--- src/rtl/alu_pkg.sv ---
// alu_pkg: ALU control codes and control width shared by execute-stage ALU users
package alu_pkg;
   localparam int ALU_CTRL_W = 3;
   localparam logic [ALU_CTRL_W-1:0] ALU_AND = 3'b000;
   localparam logic [ALU_CTRL_W-1:0] ALU_OR  = 3'b001;
   localparam logic [ALU_CTRL_W-1:0] ALU_ADD = 3'b010;
   localparam logic [ALU_CTRL_W-1:0] ALU_SUB = 3'b110;
   localparam logic [ALU_CTRL_W-1:0] ALU_SLT = 3'b111;
endpackage

--- src/rtl/alu_core.sv ---
// alu_core: combinational ALU, unknown codes yield zero
module alu_core
   import alu_pkg::*;
#(
   parameter int WIDTH  = 32,
   parameter int CTRL_W = ALU_CTRL_W
) (
   input  logic [CTRL_W-1:0] ctrl,
   input  logic [WIDTH-1:0]  a,
   input  logic [WIDTH-1:0]  b,
   output logic [WIDTH-1:0]  result,
   output logic              zero
);
   // select the operation; SLT is an unsigned compare
   always_comb begin
      result = (ctrl == CTRL_W'(ALU_AND)) ? a & b :
               (ctrl == CTRL_W'(ALU_OR))  ? a | b :
               (ctrl == CTRL_W'(ALU_ADD)) ? a + b :
               (ctrl == CTRL_W'(ALU_SUB)) ? a - b :
               (ctrl == CTRL_W'(ALU_SLT)) ? WIDTH'(a < b) : '0;
      zero   = (result == '0);
   end
endmodule

--- src/rtl/alu_share_arbiter.sv ---
// alu_share_arbiter: round-robin sharing of one ALU between two requesters with a registered result
module alu_share_arbiter
   import alu_pkg::*;
#(
   parameter int WIDTH  = 32,
   parameter int CTRL_W = ALU_CTRL_W
) (
   input  logic              clk,
   input  logic              rst_n,
   input  logic              req0_valid,
   output logic              req0_ready,
   input  logic [CTRL_W-1:0] req0_ctrl,
   input  logic [WIDTH-1:0]  req0_a,
   input  logic [WIDTH-1:0]  req0_b,
   input  logic              req1_valid,
   output logic              req1_ready,
   input  logic [CTRL_W-1:0] req1_ctrl,
   input  logic [WIDTH-1:0]  req1_a,
   input  logic [WIDTH-1:0]  req1_b,
   output logic              rsp_valid,
   input  logic              rsp_ready,
   output logic              rsp_id,
   output logic [WIDTH-1:0]  rsp_result,
   output logic              rsp_zero
);
   logic              ptr;
   logic              can_accept;
   logic              grant0;
   logic              grant1;
   logic              accept;
   logic [CTRL_W-1:0] alu_ctrl;
   logic [WIDTH-1:0]  alu_a;
   logic [WIDTH-1:0]  alu_b;
   logic [WIDTH-1:0]  alu_result;
   logic              alu_zero;

   // grant follows the pointer only under contention; ready is gated by reset and result-slot space
   always_comb begin
      can_accept = !rsp_valid | rsp_ready;
      grant0     = req0_valid & (!req1_valid | !ptr);
      grant1     = req1_valid & (!req0_valid | ptr);
      req0_ready = rst_n & grant0 & can_accept;
      req1_ready = rst_n & grant1 & can_accept;
      accept     = req0_ready | req1_ready;
      alu_ctrl   = grant1 ? req1_ctrl : req0_ctrl;
      alu_a      = grant1 ? req1_a : req0_a;
      alu_b      = grant1 ? req1_b : req0_b;
   end

   alu_core #(.WIDTH(WIDTH), .CTRL_W(CTRL_W)) u_alu (
      .ctrl   (alu_ctrl),
      .a      (alu_a),
      .b      (alu_b),
      .result (alu_result),
      .zero   (alu_zero)
   );

   // capture the launched result and hand priority to the loser; drain clears valid only
   always_ff @(posedge clk or negedge rst_n) begin
      if (!rst_n) begin
         ptr        <= 1'b0;
         rsp_valid  <= 1'b0;
         rsp_id     <= 1'b0;
         rsp_result <= '0;
         rsp_zero   <= 1'b0;
      end else if (accept) begin
         ptr        <= !req1_ready;
         rsp_valid  <= 1'b1;
         rsp_id     <= req1_ready;
         rsp_result <= alu_result;
         rsp_zero   <= alu_zero;
      end else if (rsp_ready) begin
         rsp_valid  <= 1'b0;
      end
   end
endmodule

--- config.mk ---
export PLATFORM = sky130hd
export DESIGN_NAME = alu_share_arbiter
export DESIGN_NICKNAME = d
export VERILOG_FILES = /design/src/rtl/alu_pkg.sv /design/src/rtl/alu_core.sv /design/src/rtl/alu_share_arbiter.sv
export SDC_FILE = /design/constraint.sdc
export NUM_CORES = 1
export LEC_CHECK = 0
export BUFFER_PORTS_ARGS = -buffer_cell sky130_fd_sc_hd__buf_2
export CORE_ASPECT_RATIO = 0.5
export CORE_UTILIZATION = 30
export DETAILED_ROUTE_END_ITERATION = 8
export PLACE_DENSITY = 0.46
export SLEW_MARGIN = 20
export SYNTH_ARGS = -nofsm -noshare
export SYNTH_HDL_FRONTEND = slang
export SYNTH_HIERARCHICAL = 1
export SYNTH_SLANG_ARGS = --single-unit
export TNS_END_PERCENT = 50
--- constraint.sdc ---
create_clock -name clk -period 9.2 [get_ports clk]
set_input_delay 0 -clock clk [delete_from_list [all_inputs] [get_ports clk]]
set_output_delay 0 -clock clk [all_outputs]
set_load 0.05 [all_outputs]
Word-level counts from Yosys, hierarchy flattened
Cells that the tools add are included.
{"block": "word_totals", "register_bits": 36}
{"block": "op_classes", "add_sub_neg": 2, "order_cmp": 1, "n_eq_ne": 4, "mux": 10, "n_bitwise": 12, "reduce_logical": 8}
{"cell": "32-bit two-way mux", "n": 6}
{"cell": "32-bit adder", "n": 1}
{"cell": "32-bit AND", "n": 1}
{"cell": "32-bit logical NOT", "n": 1}
{"cell": "32-bit less-than comparator", "n": 1}
{"cell": "32-bit OR", "n": 1}
{"cell": "32-bit subtractor", "n": 1}
{"cell": "1-bit AND", "n": 6}
{"cell": "3-bit equality test (second input constant)", "n": 2}
{"cell": "1-bit logical NOT", "n": 5}
{"cell": "1-bit OR", "n": 4}
{"cell": "3-bit by 1-bit equality test with 1-bit output (second input constant)", "n": 1}
{"cell": "3-bit by 2-bit equality test with 1-bit output (second input constant)", "n": 1}
{"cell": "3-bit logical NOT", "n": 1}
{"cell": "1-bit two-way mux", "n": 3}
{"cell": "3-bit two-way mux", "n": 1}
{"cell": "2-bit nonzero test", "n": 1}

Longest topological paths before layout
Gate-level depths: netlist of the first run.
{"block": "logic_depth", "depth_word": 11, "depth_mapped": 20, "ltp_nobuf": 18}

By module
Netlist of the first run, hierarchy kept.
{"module": "alu_core", "n_inst": 1, "cells_per_inst": 825, "area_per_inst_um2": 5435.2}
{"module": "alu_share_arbiter", "n_inst": 1, "cells_per_inst": 160, "area_per_inst_um2": 2297.2}

Worst setup path before layout of the first run
No wires, ideal clock.
{"block": "synth_timing", "path_type": "register to register", "from": "register ptr", "to": "register rsp_zero", "setup_ns": 0.067, "arrival_time_ns": 4.139, "slack_ns": 4.994, "path_stages_with_launch": 20, "period_less_slack_ns": 4.206, "cell_sequence": "dfrtp_1 -> o21ai_4 -> buf_6 -> buf_8 -> mux2_4 -> inv_1 -> ha_1 -> buf_2 -> nor2b_1 -> or4b_1 -> nor2_1 -> o311ai_1 -> a221oi_1 -> a21oi_1 -> xnor2_1 -> o22ai_1 -> or4_1 -> nor3_1 -> and4bb_1 -> mux2_2"}
{"block": "synth_between", "word_cells_on_any_way": 29, "cone_classes": "add/sub: 2; order compare: 1; eq/ne: 4; mux: 8; bitwise: 11; reduce/logical: 3"}
{"element": "start, declared", "line": "alu_share_arbiter.sv:26", "source": "logic ptr;"}
{"element": "start signal, assigned", "line": "alu_share_arbiter.sv:67", "source": "ptr <= !req1_ready;"}
{"element": "1-bit OR *", "line": "alu_share_arbiter.sv:41", "source": "grant1 = req1_valid & (!req0_valid | ptr);"}
{"element": "1-bit AND *", "line": "alu_share_arbiter.sv:41"}
{"element": "32-bit two-way mux *", "line": "alu_share_arbiter.sv:47", "source": "alu_b = grant1 ? req1_b : req0_b;"}
{"element": "named net alu_b[17]", "line": "alu_share_arbiter.sv:33", "source": "logic [WIDTH-1:0] alu_b;"}
{"element": "32-bit subtractor", "line": "alu_core.sv:19", "source": "(ctrl == CTRL_W'(ALU_SUB)) ? a - b :"}
{"element": "32-bit two-way mux", "line": "alu_core.sv:19"}
{"element": "32-bit two-way mux *", "line": "alu_core.sv:18", "source": "(ctrl == CTRL_W'(ALU_ADD)) ? a + b :"}
{"element": "32-bit two-way mux *", "line": "alu_core.sv:17", "source": "(ctrl == CTRL_W'(ALU_OR)) ? a | b :"}
{"element": "32-bit two-way mux *", "line": "alu_core.sv:16", "source": "result = (ctrl == CTRL_W'(ALU_AND)) ? a & b :"}
{"element": "named net alu_result[24]", "line": "alu_share_arbiter.sv:34", "source": "logic [WIDTH-1:0] alu_result;"}
{"element": "32-bit logical NOT *", "line": "alu_core.sv:21", "source": "zero = (result == '0);"}
{"element": "named net alu_zero", "line": "alu_share_arbiter.sv:35", "source": "logic alu_zero;"}
{"element": "end signal, assigned", "line": "alu_share_arbiter.sv:71", "source": "rsp_zero <= alu_zero;"}
{"element": "end, declared", "line": "alu_share_arbiter.sv:24", "source": "output logic rsp_zero"}
Mark *: on every way through the listed nets, which the timed path passes. The rest lies on a longest branch.
A chain may end at the register's enable or synchronous reset.

Final worst setup path of the first run
{"block": "layout_timing", "from": "register ptr", "to": "register rsp_zero"}
{"block": "layout_between", "word_cells_on_any_way": 29, "cone_classes": "add/sub: 2; order compare: 1; eq/ne: 4; mux: 8; bitwise: 11; reduce/logical: 3"}
{"element": "1-bit OR *", "line": "alu_share_arbiter.sv:41"}
{"element": "1-bit AND *", "line": "alu_share_arbiter.sv:41"}
{"element": "32-bit two-way mux *", "line": "alu_share_arbiter.sv:46", "source": "alu_a = grant1 ? req1_a : req0_a;"}
{"element": "named net alu_a[15]", "line": "alu_share_arbiter.sv:32", "source": "logic [WIDTH-1:0] alu_a;"}
{"element": "32-bit subtractor", "line": "alu_core.sv:19"}
{"element": "32-bit two-way mux", "line": "alu_core.sv:19"}
{"element": "32-bit two-way mux *", "line": "alu_core.sv:18"}
{"element": "32-bit two-way mux *", "line": "alu_core.sv:17"}
{"element": "32-bit two-way mux *", "line": "alu_core.sv:16"}
{"element": "named net alu_result[24]", "line": "alu_share_arbiter.sv:34"}
{"element": "32-bit logical NOT *", "line": "alu_core.sv:21"}
{"element": "named net alu_zero", "line": "alu_share_arbiter.sv:35"}
Marked as above.

==> flow_results.org, run 1 <==
** Clock tree
- The clock net in this run drives a total of 36 sinks.
- Worst skew pair latency :: 0.28 ns
- H-Tree Level Count :: 2
- The tree is rooted in a sky130_fd_sc_hd__clkbuf_16.
- Buffers from clock root to sink, at most :: 2
- Post-CTS repair changed the size of 0 cells.
- Clock-pin slew was measured on the worst setup and hold paths at 0.06 ns.
- TritonCTS built the clock tree.
- Clock buffer count from CTS :: 5

** Synth
- The biggest area contributor in the post-synthesis netlist is sky130_fd_sc_hd__ha_1.
- The Yosys step of the flow raised 6 warnings.
- Yosys instantiated no cell more often than sky130_fd_sc_hd__inv_1.
- A synthesized cell averages 7.85 um2.
- Prevailing post-synth register cell :: sky130_fd_sc_hd__dfrtp_1
- Counting every net in the synthesized netlist gives 1222.
- The synthesized design contains 36 register bits.
- Yosys cell types :: 89
- Largest cells by area after synthesis :: sky130_fd_sc_hd__ha_1, sky130_fd_sc_hd__mux2_2, sky130_fd_sc_hd__dfrtp_1
- The synthesized design contains 0 enable-type register cells.
- Count of mapped cells out of synthesis :: 985
- Share of async-settable or async-resettable flops after synthesis :: 100%
- Most instantiated cells after synthesis :: sky130_fd_sc_hd__inv_1, sky130_fd_sc_hd__ha_1, sky130_fd_sc_hd__mux2_2, sky130_fd_sc_hd__nand2_1, sky130_fd_sc_hd__nor2_1
- The synthesized netlist occupies a cell area of 0.00773 mm2.
- Sequential elements use 11.7% of the synthesized area.
- The top cell type by area accounts for 15.5% of the synthesized area.

** Timing
- Setup violations remaining at the end of the flow were counted as 0.
- Dividing the final minimum period by the clock period gives 67.4%.
- Maximum clock frequency :: 161 MHz
- Hold timing on the final database bottoms out at a slack of 0.0158 ns.
- Accumulated negative setup slack :: 0 ns
- For the pin with the worst max-slew slack, the measured transition is 1.07 ns.
- Unrepaired setup endpoints after global routing :: false
- Number of pins with negative max-slew slack in the final report :: 0
- Final hold viol count :: 0
- Fin worst setup slack :: 3.00 ns
- Measured against its own limit, the worst slew margin works out to 28.4%.
- Post-layout min period :: 6.20 ns
- For the final database, setup skew stands at 0.00224 ns.

** Floorplan
- During I/O placement, the number of pins put on the boundary was 176.
- Width of the die :: 229 um
- Die footprint :: 0.0265 mm2
- The initialized floorplan defines 41 standard-cell rows.
- The core region is 0.0252 mm2.
- The die is 116 um tall.
- For this configuration, the core starts out at a cell density of 30.6%.

** Power
- IR analysis of the VDD net gives a maximum drop of 0.0725 mV.
- Total leakage power :: 4.35 nW
- Power, Total :: 1.59 mW
- Dividing total power by cell area gives a power density of 176 mW/mm2.

** Min path
- Along the worst hold path, the cell count comes to 2.
- Hold path startpoint :: req0_valid
- Terminating pin of the worst hold path :: rsp_id
- The min-delay analysis places its worst path in the category primary input to flop.

** GRT
- Global-route wire length before repair :: 42200 um
- Entering global routing, the biggest net connects 49 pins.
- The via count of the first global-routing pass came to 7547.
- Total congestion overflow after global routing :: 0
- Global-route usage over all layers :: 20.1%
- The initial antenna violation count came to 1.

** Cells and area
- Area delta synth->final :: 16.5%
- In the final layout, the share of cells above drive strength 1 is 28.3%.
- # nets final :: 1354
- Final cell count without fillers :: 1463
- After routing the design area is 0.00900 mm2.
- Counting the fill cells in the layout gives 2718.
- Share of the core filled with cells :: 35.7%

** Setup path
- Data on the critical path is required at its endpoint by 9.42 ns.
- The worst register-to-register path begins at ptr.
- In this design, the stage delay of the slowest critical-path cell is 0.78 ns.
- On the critical path, the stage with the largest delay is an instance of sky130_fd_sc_hd__nor4_2.
- Along the worst path, the maximum fanout reaches 48.
- End of the worst register-to-register path :: rsp_zero
- Critical Path Sink Type :: flop
- Data arrives at the worst endpoint at 6.42 ns.
- Setup crit start kind :: flop
- Traced cell by cell, the critical path runs through o21ai_4 > buf_4 > mux2_2 > inv_1 > ha_1 > a21oi_1 > o2111ai_1 > nor4_2 > o31a_1 > a21oi_1 > xnor2_1 > o22ai_1 > or4_1 > nor3_1 > and4bb_1 > mux2_2.
- The critical path is of the flop to flop type.
- Minimum setup slack among reg-to-reg paths :: 3.00 ns
- Measured in cells, the most critical reg-to-reg path has a length of 16.

** Placement
- Instance area after placement :: 0.00879 mm2
- Number of cells in the design after placement :: 1452
- Summed over all nets, the half-perimeter wirelength after detailed placement is 21700 um.
- At the end of routability-driven placement, the weighted congestion stood at 0.915.
- I/O Buffers :: 175
- Worst setup slack before clock tree synthesis :: 2.80 ns

** Drt
- Total detailed-routing wirelength :: 26800 um
- Number of search-and-repair iterations in the first detailed-routing pass :: 5
- 1st-iter DRT viols :: 418
- For this run, design rule violations remaining after detail routing come to 0.
- The routed layout has 7761 vias.
- Dividing the detail-routed via count by the number of cells gives 5.30.
- In this run the remaining antenna-violating nets after routing total 0.
- Dividing the detail-routed wire length by the instance count gives 18.3 um.

** Status
- Outcome :: completed

** Run
- Max-cap check violation count :: 0
## state kept, by name (all words and copies together), names as in the netlist
name	count
rsp_id	1
ptr	1
rsp_result	32
rsp_valid	1
rsp_zero	1
## layer usage
layer	up-vias	GRT usage (%)	routed length, um
met4	0	2.93	262
li1	3807	-	-
met2	206	32.5	11900
met5	-	0	0
met1	3725	29.0	13500
met3	23	2.71	1260
## area by class of cell
class                           instances  area (um2)  share of cell area, %
Clock buffer                            5         125                   1.39
Timing Repair Buffer                  183         958                   10.6
Multi-Input combinational cell        773        6100                   67.8
Sequential cell                        36         901                   10.0
Tap cell                              344         430                   4.78
Antenna cell                            1        2.50                 0.0278
Inverter                              118         443                   4.92
Clock inverter                          3        42.5                  0.472
## worst max-delay path by stage
stage	endpoint	slack [ns]	from	depth (start not counted)
floorplan	rsp_zero	4.99	ptr	19
global placement	rsp_zero	2.81	ptr	16
detailed placement	rsp_zero	2.80	ptr	16
CTS	rsp_zero	2.76	ptr	16
global route	rsp_zero	2.66	ptr	16
finish	rsp_zero	3.00	ptr	16
## worst max-delay path: cells and delay by family, from the launching register on
kind                       cells  cell delay (ns)
DFF                            1             0.43
buffers and inverters          2             0.78
xor gates and xnor gates       1             0.17
muxes                          2             0.57
and+or+nand+nor                4             1.69
AOI/OAI and AO/OA              6             2.10
adders and majority gates      1             0.37
## power by group
part | leakage, nW | switching (mW) | total, mW | internal [mW]
Combinational | 3.81 | 0.750 | 1.15 | 0.400
Sequential | 0.457 | 0.0325 | 0.245 | 0.212
Clock | 0.0798 | 0.0675 | 0.195 | 0.127
Total | 4.35 | 0.850 | 1.59 | 0.739
## cell usage in the layout, fill, tap and decap left out, drive strengths merged, types with 9 or more instances in the layout
cell and count:
a211o 10, a211oi 15, a21o 11, a21oi 62
a31oi 11, buf 182, dfrtp 36, ha 96
inv 116, mux2 103, mux2i 22, nand2 71
nand3 10, nand4 12, nor2 64, nor2b 18
nor3 20, nor4 11, o211ai 9, o21a 10
o21ai 51, o22ai 10, o31ai 16, xnor2 19
## what timing repair did
action | CTS | global route
hold buffers | 1 | 0
endpoints found under the setup margin | 0 | 0
endpoints found under the hold margin | 36 | 0
setup buffers | 0 | 0
## cell families after synthesis
group / share of synthesized area (%)
buffers and inverters: 9.55
adders and majority gates: 16.1
and+or+nand+nor: 16.9
AOI/OAI and AO/OA: 24.9
muxes: 18.8
DFF: 11.7
xor gates and xnor gates: 2.27
Note: power is estimated with default switching activity, not from simulation.
==> inputs of run 2 (changes only) <==
--- a/config.mk
+++ b/config.mk
@@ -9,7 +9,7 @@
 export CORE_ASPECT_RATIO = 0.5
 export CORE_UTILIZATION = 30
 export DETAILED_ROUTE_END_ITERATION = 8
-export PLACE_DENSITY = 0.46
+export PLACE_DENSITY = 0.48
 export SLEW_MARGIN = 20
 export SYNTH_ARGS = -nofsm -noshare
 export SYNTH_HDL_FRONTEND = slang
==> constraint.sdc (replaced) <==
create_clock -name clk -period 5.56 [get_ports clk]
set_input_delay 0 -clock clk [delete_from_list [all_inputs] [get_ports clk]]
set_output_delay 0 -clock clk [all_outputs]
set_load 0.05 [all_outputs]
==> run 2 against run 1 <==
- total power is 65% higher
- cell count is 0.82% higher
- flip-flop and latch count stayed put
- largest power group unchanged
- sequential power is 69% higher
- count of clock-buffer cells in the layout stayed put
- critical path depth is 1 higher
- routed wire length is 4.2% higher
- global-route usage is 0.64 points higher
- cell area is 0.86% higher
==> flow_results.org, run 2 (same netlist as run 1, synthesis figures left out) <==
** Timing
- Final hold viol count :: 0
- The number of max-slew violations in the final report is 0.
- The worst pin sits at a relative slew slack of 34.2%.
- Maximum clock frequency :: 199 MHz
- Fin worst setup slack :: 0.523 ns
- For the final database, setup skew stands at 0.00342 ns.
- Setup violations remaining at the end of the flow were counted as 0.
- Post-layout min period :: 5.04 ns
- On the final layout, the worst hold slack is 0.0457 ns.
- In the finished design, the share of the clock period the worst path needs comes to 90.6%.
- Actual slew at the worst max-slew pin :: 0.987 ns
- Setup repair after global routing left no endpoint under its margin.
- Setup total negative slack on the finished layout was measured at 0 ns.

** Floorplan
- In this run the core area contains 41 standard-cell rows.
- In this run the horizontal extent of the chip is 229 um.
- The core region is 0.0252 mm2.
- The floorplan step defined a die boundary enclosing 0.0265 mm2.
- Vert. Die Dim :: 116 um
- Io pins :: 176
- Starting utilization of the core area :: 30.6%

** Clock tree
- CTS clk-pin slew, worst paths :: 0.06 ns
- In this run the clock root is driven by a sky130_fd_sc_hd__clkbuf_16.
- In this run the deepest clock path goes through 2 buffers.
- TritonCTS built the clock tree.
- Buffers added to address setup during post-CTS repair amount to 0.
- H-Tree Level Count :: 2
- TritonCTS created 5 clock buffers.
- Total number of clock tree sinks :: 36
- Worst skew pair latency :: 0.28 ns

** Drt
- Wires add up to 28000 um.
- Number of search-and-repair iterations in the first detailed-routing pass :: 5
- Total number of vias :: 8005
- Remaining DRCs :: 0
- Vias per inst :: 5.43
- 1st-iter DRT viols :: 652
- Detail-routed net length per standard cell :: 19.0 um
- In this run the remaining antenna-violating nets after routing total 0.

** GRT
- Via count of the first global-routing pass :: 7736
- For this run, the total global-route usage over all layers was measured as 20.8%.
- Pin count of the biggest net entering global routing :: 45
- The initial antenna violation count came to 0.
- The first global-routing pass estimated 43500 um of wire.
- Total congestion overflow after global routing :: 0

** Cells and area
- Top library cells by usage in the layout, fill and taps aside :: sky130_fd_sc_hd__buf_2, sky130_fd_sc_hd__inv_1, sky130_fd_sc_hd__ha_1
- Most common cell after layout, fill and taps aside :: sky130_fd_sc_hd__buf_2
- Register with the highest flop count :: rsp_result
- Count of antenna diodes in the layout :: 0
- # nets final :: 1367
- Compared with the post-synthesis result, the final layout area differs by 17.5%.
- Layout cells sized above 1 :: 29.0%
- The register with the most flip-flops in the layout has 32 of them.

** Setup path
- Worst Path Max Fanout :: 44
- Standard cell with the maximum stage delay on the critical path :: sky130_fd_sc_hd__or4_1
- Setup crit start kind :: flop
- STA classifies the critical path endpoint as a flop.
- Setup Crit Path Kind :: flop to flop
- The critical path goes through o21ai_4 > buf_12 > mux2_2 > ha_1 > fa_1 > o21bai_1 > nand2_1 > nand2_1 > o311a_1 > nand4_1 > or4_1 > nor4_1 > nor4b_1 > nand4b_1 > nor3_1 > and4bb_1 > mux2_2.
- STA puts the critical path data required time at 5.78 ns.
- In this design, the stage delay of the slowest critical-path cell is 0.56 ns.
- CP arrival :: 5.26 ns

** Status
- The run finished with clean final reports.

** Placement
- During placement, the flow inserted port buffers numbering 175.
- Worst setup slack before clock tree synthesis :: 0.604 ns
- Placed wire-length estimate after detailed placement :: 22800 um
- Gpl congestion :: 0.934

** Power
- The completed layout was analyzed and its total power is 2.63 mW.
- Max VDD drop :: 0.137 mV
- Pwr per Cell Area :: 289 mW/mm2
- In this run the static leakage power is 4.40 nW.

** Min path
- Class of the worst hold path :: primary input to flop

** Run
- Max-cap check violation count :: 0
run 2: cell types whose count changed in the layout (fill, tap and decap cells not counted), sizes merged:
cell	change
bufinv	-1
buf	+13
diode	-1
clkinvlp	-1
clkinv	+2
run 2: power by group:
group | leakage [nW] | switching, mW | internal, mW
combinational | 3.87 | 1.26 | 0.678
sequential | 0.457 | 0.0641 | 0.351
clock | 0.0736 | 0.112 | 0.165
run 2: stage by stage:
step | util, % | cell area, um2 | cells
6_report | 36.0 | 9080 | 1475
5_1_grt | 36.0 | 9080 | 1475
4_1_cts | 35.9 | 9050 | 1474
3_5_place_dp | 35.3 | 8900 | 1465
3_3_place_gp | 35.3 | 8900 | 1465
2_1_floorplan | - | 7730 | 985
run 2: cell type report:
| class | instances | area [um2] |
|---|---|---|
| fill | 2724 | 16200 |
| timing repair buffer | 196 | 1070 |
| clock buffer | 5 | 125 |
| sequential | 36 | 901 |
| tap | 344 | 430 |
| clock inverter | 3 | 18.8 |
| inverter | 118 | 443 |
| multi-input combinational | 773 | 6100 |
run 2: what timing repair did:
action | in CTS | in global routing
hold endpoints to repair | 36 | 0
endpoints found under the setup margin | 0 | 0
resized for setup | 0 | 0
hold buffers | 1 | 0
run 2: metal layers:
layer / routed length, um / global-route usage, % / up-vias
met4: 460 / 3.78 / 0
met5: 0 / 0 / -
li1: - / - / 3840
met3: 1640 / 1.87 / 33
met1: 14000 / 31.0 / 3854
met2: 11900 / 32.5 / 278
run 2: worst max-delay path: cells and delay by family (launching register included):
kind / cells / cell delay, ns
and+or+nand+nor: 9 / 2.52
buffers and inverters: 1 / 0.24
adders and majority gates: 2 / 0.64
AOI/OAI and AO/OA: 3 / 0.60
DFF: 1 / 0.42
muxes: 2 / 0.55
run 2: final timing paths:
kind | start | endpoint | slack (ns) | cells past startpoint
worst max-delay path | ptr | rsp_zero | 0.52 | 17
max in group asynchronous | rst_n | rsp_id | 4.50 | 2
min in group asynchronous | rst_n | rsp_result[17] | 0.44 | 2
worst min register to register | rsp_result[28] | rsp_result[28] | 0.51 | 1
worst min-delay path | req0_valid | rsp_id | 0.05 | 2
worst max register to register | ptr | rsp_zero | 0.52 | 17
